## config.mk

```make
export PLATFORM = sky130hd
export DESIGN_NAME = mtr_cmd_shaper
export DESIGN_NICKNAME = d
export VERILOG_FILES = /design/src/rtl/mtr_cmd_shaper.sv
export SDC_FILE = /design/constraint.sdc
export NUM_CORES = 1
export LEC_CHECK = 0
export ABC_AREA = 1
export BUFFER_PORTS_ARGS = -buffer_cell sky130_fd_sc_hd__buf_2
export CORE_MARGIN = 3
export CORE_UTILIZATION = 35
export CTS_BUF_LIST = sky130_fd_sc_hd__clkbuf_4 sky130_fd_sc_hd__clkbuf_8
export DETAILED_ROUTE_END_ITERATION = 10
export PLACE_DENSITY_LB_ADDON = 0.2
export SLEW_MARGIN = 0
export SYNTH_ARGS = -nofsm -noshare
export SYNTH_HDL_FRONTEND = slang
export SYNTH_SLANG_ARGS = --single-unit
```

## constraint.sdc

```tcl
create_clock -name clk -period 6.5 [get_ports clk]
set_clock_uncertainty 0.05 [all_clocks]
set_input_delay 0.65 -clock clk [delete_from_list [all_inputs] [get_ports clk]]
set_output_delay 0.65 -clock clk [all_outputs]
set_load 0.05 [all_outputs]
```

## src/rtl/mtr_cmd_shaper.sv

```systemverilog
`default_nettype none
// ============================================================================
// Module   : mtr_cmd_shaper (with per-wheel helper mtr_cmd_side)
// Brief    : Converts signed per-wheel drive commands into magnitude/direction
//            motor-driver commands. Applies deadzone rejection, minimum-duty
//            offset, saturation and slew-rate limiting, and forces every
//            direction reversal through zero speed followed by a dwell period.
// Revision : 1.0 - initial release
// ============================================================================

// ----------------------------------------------------------------------------
// One wheel: target derivation plus the RUN / RAMP_DN / DWELL sequencer.
// ----------------------------------------------------------------------------
module mtr_cmd_side #(
    parameter int SLEW        = 16,
    parameter int DEADZONE    = 32,
    parameter int MIN_DUTY    = 128,
    parameter int DWELL_TICKS = 8
) (
    input  logic        clk,
    input  logic        rst_n,
    input  logic        tick_i,
    input  logic        en_i,
    input  logic [11:0] cmd_i,
    output logic [10:0] spd_o,
    output logic        rev_o,
    output logic [10:0] tgt_o,
    output logic        run_o
);

    localparam int          c_dw_w = $clog2(DWELL_TICKS + 1);
    localparam logic [10:0] c_slew = 11'(SLEW);

    typedef enum logic [1:0] {
        ST_RUN     = 2'd0,
        ST_RAMP_DN = 2'd1,
        ST_DWELL   = 2'd2
    } state_t;

    state_t              state_q;
    logic [10:0]         spd_q;
    logic                rev_q;
    logic [c_dw_w-1:0]   dwell_q;

    logic [11:0]         w_mag;
    logic [12:0]         w_sum;
    logic [10:0]         w_tgt;
    logic                w_tdir;

    // Target magnitude and requested direction from the latched command
    always_comb begin
        w_mag = cmd_i[11] ? (~cmd_i + 12'd1) : cmd_i;   // -2048 maps to 2048
        w_sum = {1'b0, w_mag} + 13'(MIN_DUTY);
        if ({20'd0, w_mag} < 32'(DEADZONE)) begin
            w_tgt = 11'd0;
        end else if (w_sum > 13'd2047) begin
            w_tgt = 11'h7FF;
        end else begin
            w_tgt = w_sum[10:0];
        end
        // A zero target never requests a reversal
        w_tdir = (w_tgt == 11'd0) ? rev_q : cmd_i[11];
    end

    // Sequencer: slew toward target, or ramp down and dwell before a flip
    always_ff @(posedge clk or negedge rst_n) begin
        if (!rst_n) begin
            state_q <= ST_RUN;
            spd_q   <= 11'd0;
            rev_q   <= 1'b0;
            dwell_q <= '0;
        end else if (!en_i) begin
            // Disabled: immediate zero speed, direction remembered
            state_q <= ST_RUN;
            spd_q   <= 11'd0;
        end else if (tick_i) begin
            case (state_q)
                ST_RUN: begin
                    if (w_tdir == rev_q) begin
                        if (spd_q < w_tgt) begin
                            spd_q <= ((w_tgt - spd_q) > c_slew) ? (spd_q + c_slew) : w_tgt;
                        end else begin
                            spd_q <= ((spd_q - w_tgt) > c_slew) ? (spd_q - c_slew) : w_tgt;
                        end
                    end else if (spd_q != 11'd0) begin
                        state_q <= ST_RAMP_DN;
                    end else begin
                        state_q <= ST_DWELL;
                        dwell_q <= c_dw_w'(DWELL_TICKS);
                    end
                end
                ST_RAMP_DN: begin
                    if (w_tdir == rev_q) begin
                        state_q <= ST_RUN;
                    end else if (spd_q <= c_slew) begin
                        spd_q   <= 11'd0;
                        state_q <= ST_DWELL;
                        dwell_q <= c_dw_w'(DWELL_TICKS);
                    end else begin
                        spd_q <= spd_q - c_slew;
                    end
                end
                ST_DWELL: begin
                    if (w_tdir == rev_q) begin
                        state_q <= ST_RUN;
                    end else if (dwell_q <= c_dw_w'(1)) begin
                        // Last dwell tick: flip direction while speed is zero
                        dwell_q <= '0;
                        rev_q   <= ~rev_q;
                        state_q <= ST_RUN;
                    end else begin
                        dwell_q <= dwell_q - c_dw_w'(1);
                    end
                end
                default: begin
                    state_q <= ST_RUN;
                end
            endcase
        end
    end

    assign spd_o = spd_q;
    assign rev_o = rev_q;
    assign tgt_o = w_tgt;
    assign run_o = (state_q == ST_RUN);

endmodule

// ----------------------------------------------------------------------------
// Top: command latch, slew-tick prescaler, two wheel instances, settled flag.
// ----------------------------------------------------------------------------
module mtr_cmd_shaper #(
    parameter int TICK_DIV    = 1024,
    parameter int SLEW        = 16,
    parameter int DEADZONE    = 32,
    parameter int MIN_DUTY    = 128,
    parameter int DWELL_TICKS = 8
) (
    input  logic        clk,
    input  logic        rst_n,
    input  logic [11:0] lft_cmd,
    input  logic [11:0] rght_cmd,
    input  logic        cmd_vld,
    input  logic        en,
    output logic [10:0] lft_spd,
    output logic [10:0] rght_spd,
    output logic        lft_rev,
    output logic        rght_rev,
    output logic        settled
);

    localparam int c_pw = $clog2(TICK_DIV);

    logic [c_pw-1:0] presc_q;
    logic [11:0]     lft_cmd_q;
    logic [11:0]     rght_cmd_q;
    logic            settled_q;

    logic            w_tick;
    logic [10:0]     w_lft_tgt;
    logic [10:0]     w_rght_tgt;
    logic            w_lft_run;
    logic            w_rght_run;

    assign w_tick = (presc_q == c_pw'(TICK_DIV - 1));

    // Free-running slew-tick prescaler
    always_ff @(posedge clk or negedge rst_n) begin
        if (!rst_n) begin
            presc_q <= '0;
        end else if (w_tick) begin
            presc_q <= '0;
        end else begin
            presc_q <= presc_q + c_pw'(1);
        end
    end

    // Capture both wheel commands on the strobe
    always_ff @(posedge clk or negedge rst_n) begin
        if (!rst_n) begin
            lft_cmd_q  <= 12'd0;
            rght_cmd_q <= 12'd0;
        end else if (cmd_vld) begin
            lft_cmd_q  <= lft_cmd;
            rght_cmd_q <= rght_cmd;
        end
    end

    mtr_cmd_side #(
        .SLEW        (SLEW),
        .DEADZONE    (DEADZONE),
        .MIN_DUTY    (MIN_DUTY),
        .DWELL_TICKS (DWELL_TICKS)
    ) u_lft (
        .clk    (clk),
        .rst_n  (rst_n),
        .tick_i (w_tick),
        .en_i   (en),
        .cmd_i  (lft_cmd_q),
        .spd_o  (lft_spd),
        .rev_o  (lft_rev),
        .tgt_o  (w_lft_tgt),
        .run_o  (w_lft_run)
    );

    mtr_cmd_side #(
        .SLEW        (SLEW),
        .DEADZONE    (DEADZONE),
        .MIN_DUTY    (MIN_DUTY),
        .DWELL_TICKS (DWELL_TICKS)
    ) u_rght (
        .clk    (clk),
        .rst_n  (rst_n),
        .tick_i (w_tick),
        .en_i   (en),
        .cmd_i  (rght_cmd_q),
        .spd_o  (rght_spd),
        .rev_o  (rght_rev),
        .tgt_o  (w_rght_tgt),
        .run_o  (w_rght_run)
    );

    // Settled: both wheels running and sitting on their targets
    always_ff @(posedge clk or negedge rst_n) begin
        if (!rst_n) begin
            settled_q <= 1'b1;
        end else begin
            settled_q <= w_lft_run & w_rght_run &
                         (lft_spd == w_lft_tgt) & (rght_spd == w_rght_tgt);
        end
    end

    assign settled = settled_q;

endmodule
`default_nettype wire

```

==> qor.yml <==
std_cell_rows: 52
ant_nets: 0
utilization: 0.3961
cts_hold_buf: 0
yosys-top-cells-area: "dfrtp_1 24%, nand2_1 16%, ha_1 10%"
wirelength_um: 19590
crit-reg2reg-launch: "rght_cmd_q[11]$_DFFE_PN0P_"
fmaxAchievable_mhz: 175.5
cp-startpoint: "rght_cmd_q[11]$_DFFE_PN0P_"
cts.sinks: 71
synthMostInstantiatedCell: "nand2_1"
seq_area_frac_synth: 0.2394
synth_edf_count: 0
core_mm2: 0.02056
critPathSlowestCell: "dfrtp_1"
min_period_over_period: 0.8765
synthArstFlopShare: 1.000
worstMarginPinSlew_ns: 0.9510
yosysWarningCount: 0
regToRegEndpoint: "u_rght.spd_o[1]$_DFFE_PN0P_"
wl_per_cell_um: 13.24
slew_violations: 0
syn_nets: 1254
synth-main-ff-cell: "dfrtp_1"
grt_pass1_vias: 6914
slew_headroom: 0.3660
final_cell_count_no_fill: 1479
drt_iter0_drc: 514
tns_ns: 0
leakagePower_uw: 0.004369
h-tree-depth: 3
die_h_um: 151.7
path_class: "flip-flop to flip-flop"
setup_viol: 0
dieArea_mm2: 0.02300
yosys.area.top_type: "dfrtp_1"
end_kind: "flip-flop"
worst_path_most_repeated_cell: "nand2_1"
synth_top_area_frac: 0.2358
ir_drop_v: 0.0001016
drive_gt1_frac: 0.08850
nFillCells: 2252
required_ns: 6.69
fp.dieW_um: 151.7
power_density_mw_per_mm2: 357.1
syn_area_mm2: 0.007427
clk_path_buf_depth: 2
synth.distinct_cells: 49
cts_buffers: 9
cts.clk_slew.worst_paths_ns: 0.07
insertion_delay_ns: 0.36
initial_core_util: 0.3612
cp-start-kind: "flip-flop"
placedCellCount: 1463
reg2reg_depth: 32
setup_slack_ns: 0.8027
overflow: 0
min_period_ns: 5.697
cp_max_fo: 17
timing.reg2reg.setup_slack_ns: 0.80
critPathMaxStageDelay_ns: 0.70
grt_pass1_wl_um: 33510
io_buffers: 52
viasPerCell: 5.007
place_ws_ns: 0.8924
syn_avg_cell_area_um2: 6.386
status: "complete, no violations"
hp-class: "primary input to async pin"
synth_commonest_cells: "315 x nand2_1, 173 x inv_1, 101 x nor2_1, 99 x nand3_1, 85 x o21ai_0"
diodes: 0
drc: 0
syn_to_final_growth_pct: 9.636
netlist_instances: 1163
hpwl_um: 15720
place.gp.congestion: 0.9219
holdWs_ns: 0.3845
cts_setup_buffers: 0
antenna_found_initial: 0
nNetsFinal: 1295
ctsResizeCount: 0
grt.total_usage: 0.1765
grt_max_degree: 72
pin_count: 53
root_buffer: "clkbuf_8"
crit_end: "u_rght.spd_o[1]$_DFFE_PN0P_"
final_hold_viol_count: 0
cap_violations: 0
crit_arrival_ns: 5.89
grt_setup_unrepaired: "no"
synth-seq-cells: 71
cts_tree: "yes"
num_vias: 7405
dr.pass1.iters: 5
worst max-delay path, delay by kind of cell (launching register included):
kind / cells / cell delay (ns)
AO/OA/AOI/OAI: 3 / 0.36
XOR/XNOR: 1 / 0.14
adder cells (fa/ha/maj): 2 / 0.63
buffers and inverters: 4 / 0.46
flip-flops: 1 / 0.70
AND/OR/NAND/NOR: 22 / 3.22
layout by cell type, fill, tap and decap left out, types with 5 or more instances in the layout:
| cell type | Yosys | routed |
|---|---|---|
| o21ai_0 | 85 | 85 |
| inv_1 | 173 | 173 |
| o211ai_1 | 11 | 11 |
| ha_1 | 61 | 61 |
| nor2_1 | 101 | 101 |
| a31oi_1 | 5 | 5 |
| nand3_1 | 99 | 99 |
| buf_2 | 4 | 51 |
| a21oi_1 | 46 | 46 |
| xor2_1 | 42 | 42 |
| nand3_2 | 6 | 6 |
| dfrtp_1 | 70 | 70 |
| clkbuf_8 | 2 | 11 |
| o21ai_1 | 5 | 5 |
| nand2_1 | 315 | 315 |
| nor2_2 | 7 | 7 |
| nor3_1 | 22 | 22 |
| nand4_1 | 23 | 23 |
| nand2_2 | 8 | 8 |
| nand3b_1 | 7 | 7 |
layer usage:
layer  global-route usage  wire [um]
met5                    0          0
met4              0.04717        259
met3              0.02023        874
met2               0.2662       8234
met1               0.2664      10220
worst min-delay path by stage:
| stage | start | end | slack (ns) |
|---|---|---|---|
| floorplan | rst_n | lft_cmd_q[0]$_DFFE_PN0P_ | 0.30 |
| CTS | rst_n | lft_cmd_q[7]$_DFFE_PN0P_ | 0.42 |
| finish | rst_n | lft_cmd_q[7]$_DFFE_PN0P_ | 0.38 |
| global route | rght_cmd[2] | rght_cmd_q[2]$_DFFE_PN0P_ | 0.44 |
| detailed placement | presc_q[4]$_DFF_PN0_ | presc_q[4]$_DFF_PN0_ | 0.43 |
| global placement | presc_q[2]$_DFF_PN0_ | presc_q[2]$_DFF_PN0_ | 0.43 |
through the flow:
step,area [um2],power (uW)
2_1_floorplan,7427,2049
3_3_place_gp,7911,2495
4_1_cts,8143,2909
6_report,8143,2907
5_1_grt,8143,3194
3_5_place_dp,7911,2474
logic make-up after synthesis:
family	Yosys count	synth area share
AO/OA/AOI/OAI	184	0.1410
adder cells (fa/ha/maj)	63	0.1082
AND/OR/NAND/NOR	598	0.3502
buffers and inverters	201	0.1070
XOR/XNOR	46	0.05424
flip-flops	71	0.2394
final cells by class:
cell class	count	area (um2)	area share
clock buffers	13	166.4	0.02044
well taps	270	337.8	0.04149
flip-flops and latches	71	1778	0.2183
multi-input cells	891	4855	0.5962
clock inverters	3	65.06	0.007990
inverters	178	670.6	0.08236
repair buffers	53	270.3	0.03319
report_power, final:
group          internal (uW)  switching, uW  total [uW]
sequential               501            119         620
clock                    246            176         421
combinational            629           1240        1870
sequential cells by signal (all words and copies together), names as in the netlist:
register	flops
u_lft.spd_o	11
rght_cmd_q	12
u_lft.rev_o	1
u_rght.spd_o	11
presc_q	10
settled	1
u_lft.dwell_q	4
lft_cmd_q	12
u_lft.state_q	2
u_rght.state_q	2
u_rght.dwell_q	4
u_rght.rev_o	1
No activity file was read; power rests on OpenSTA's default activity.
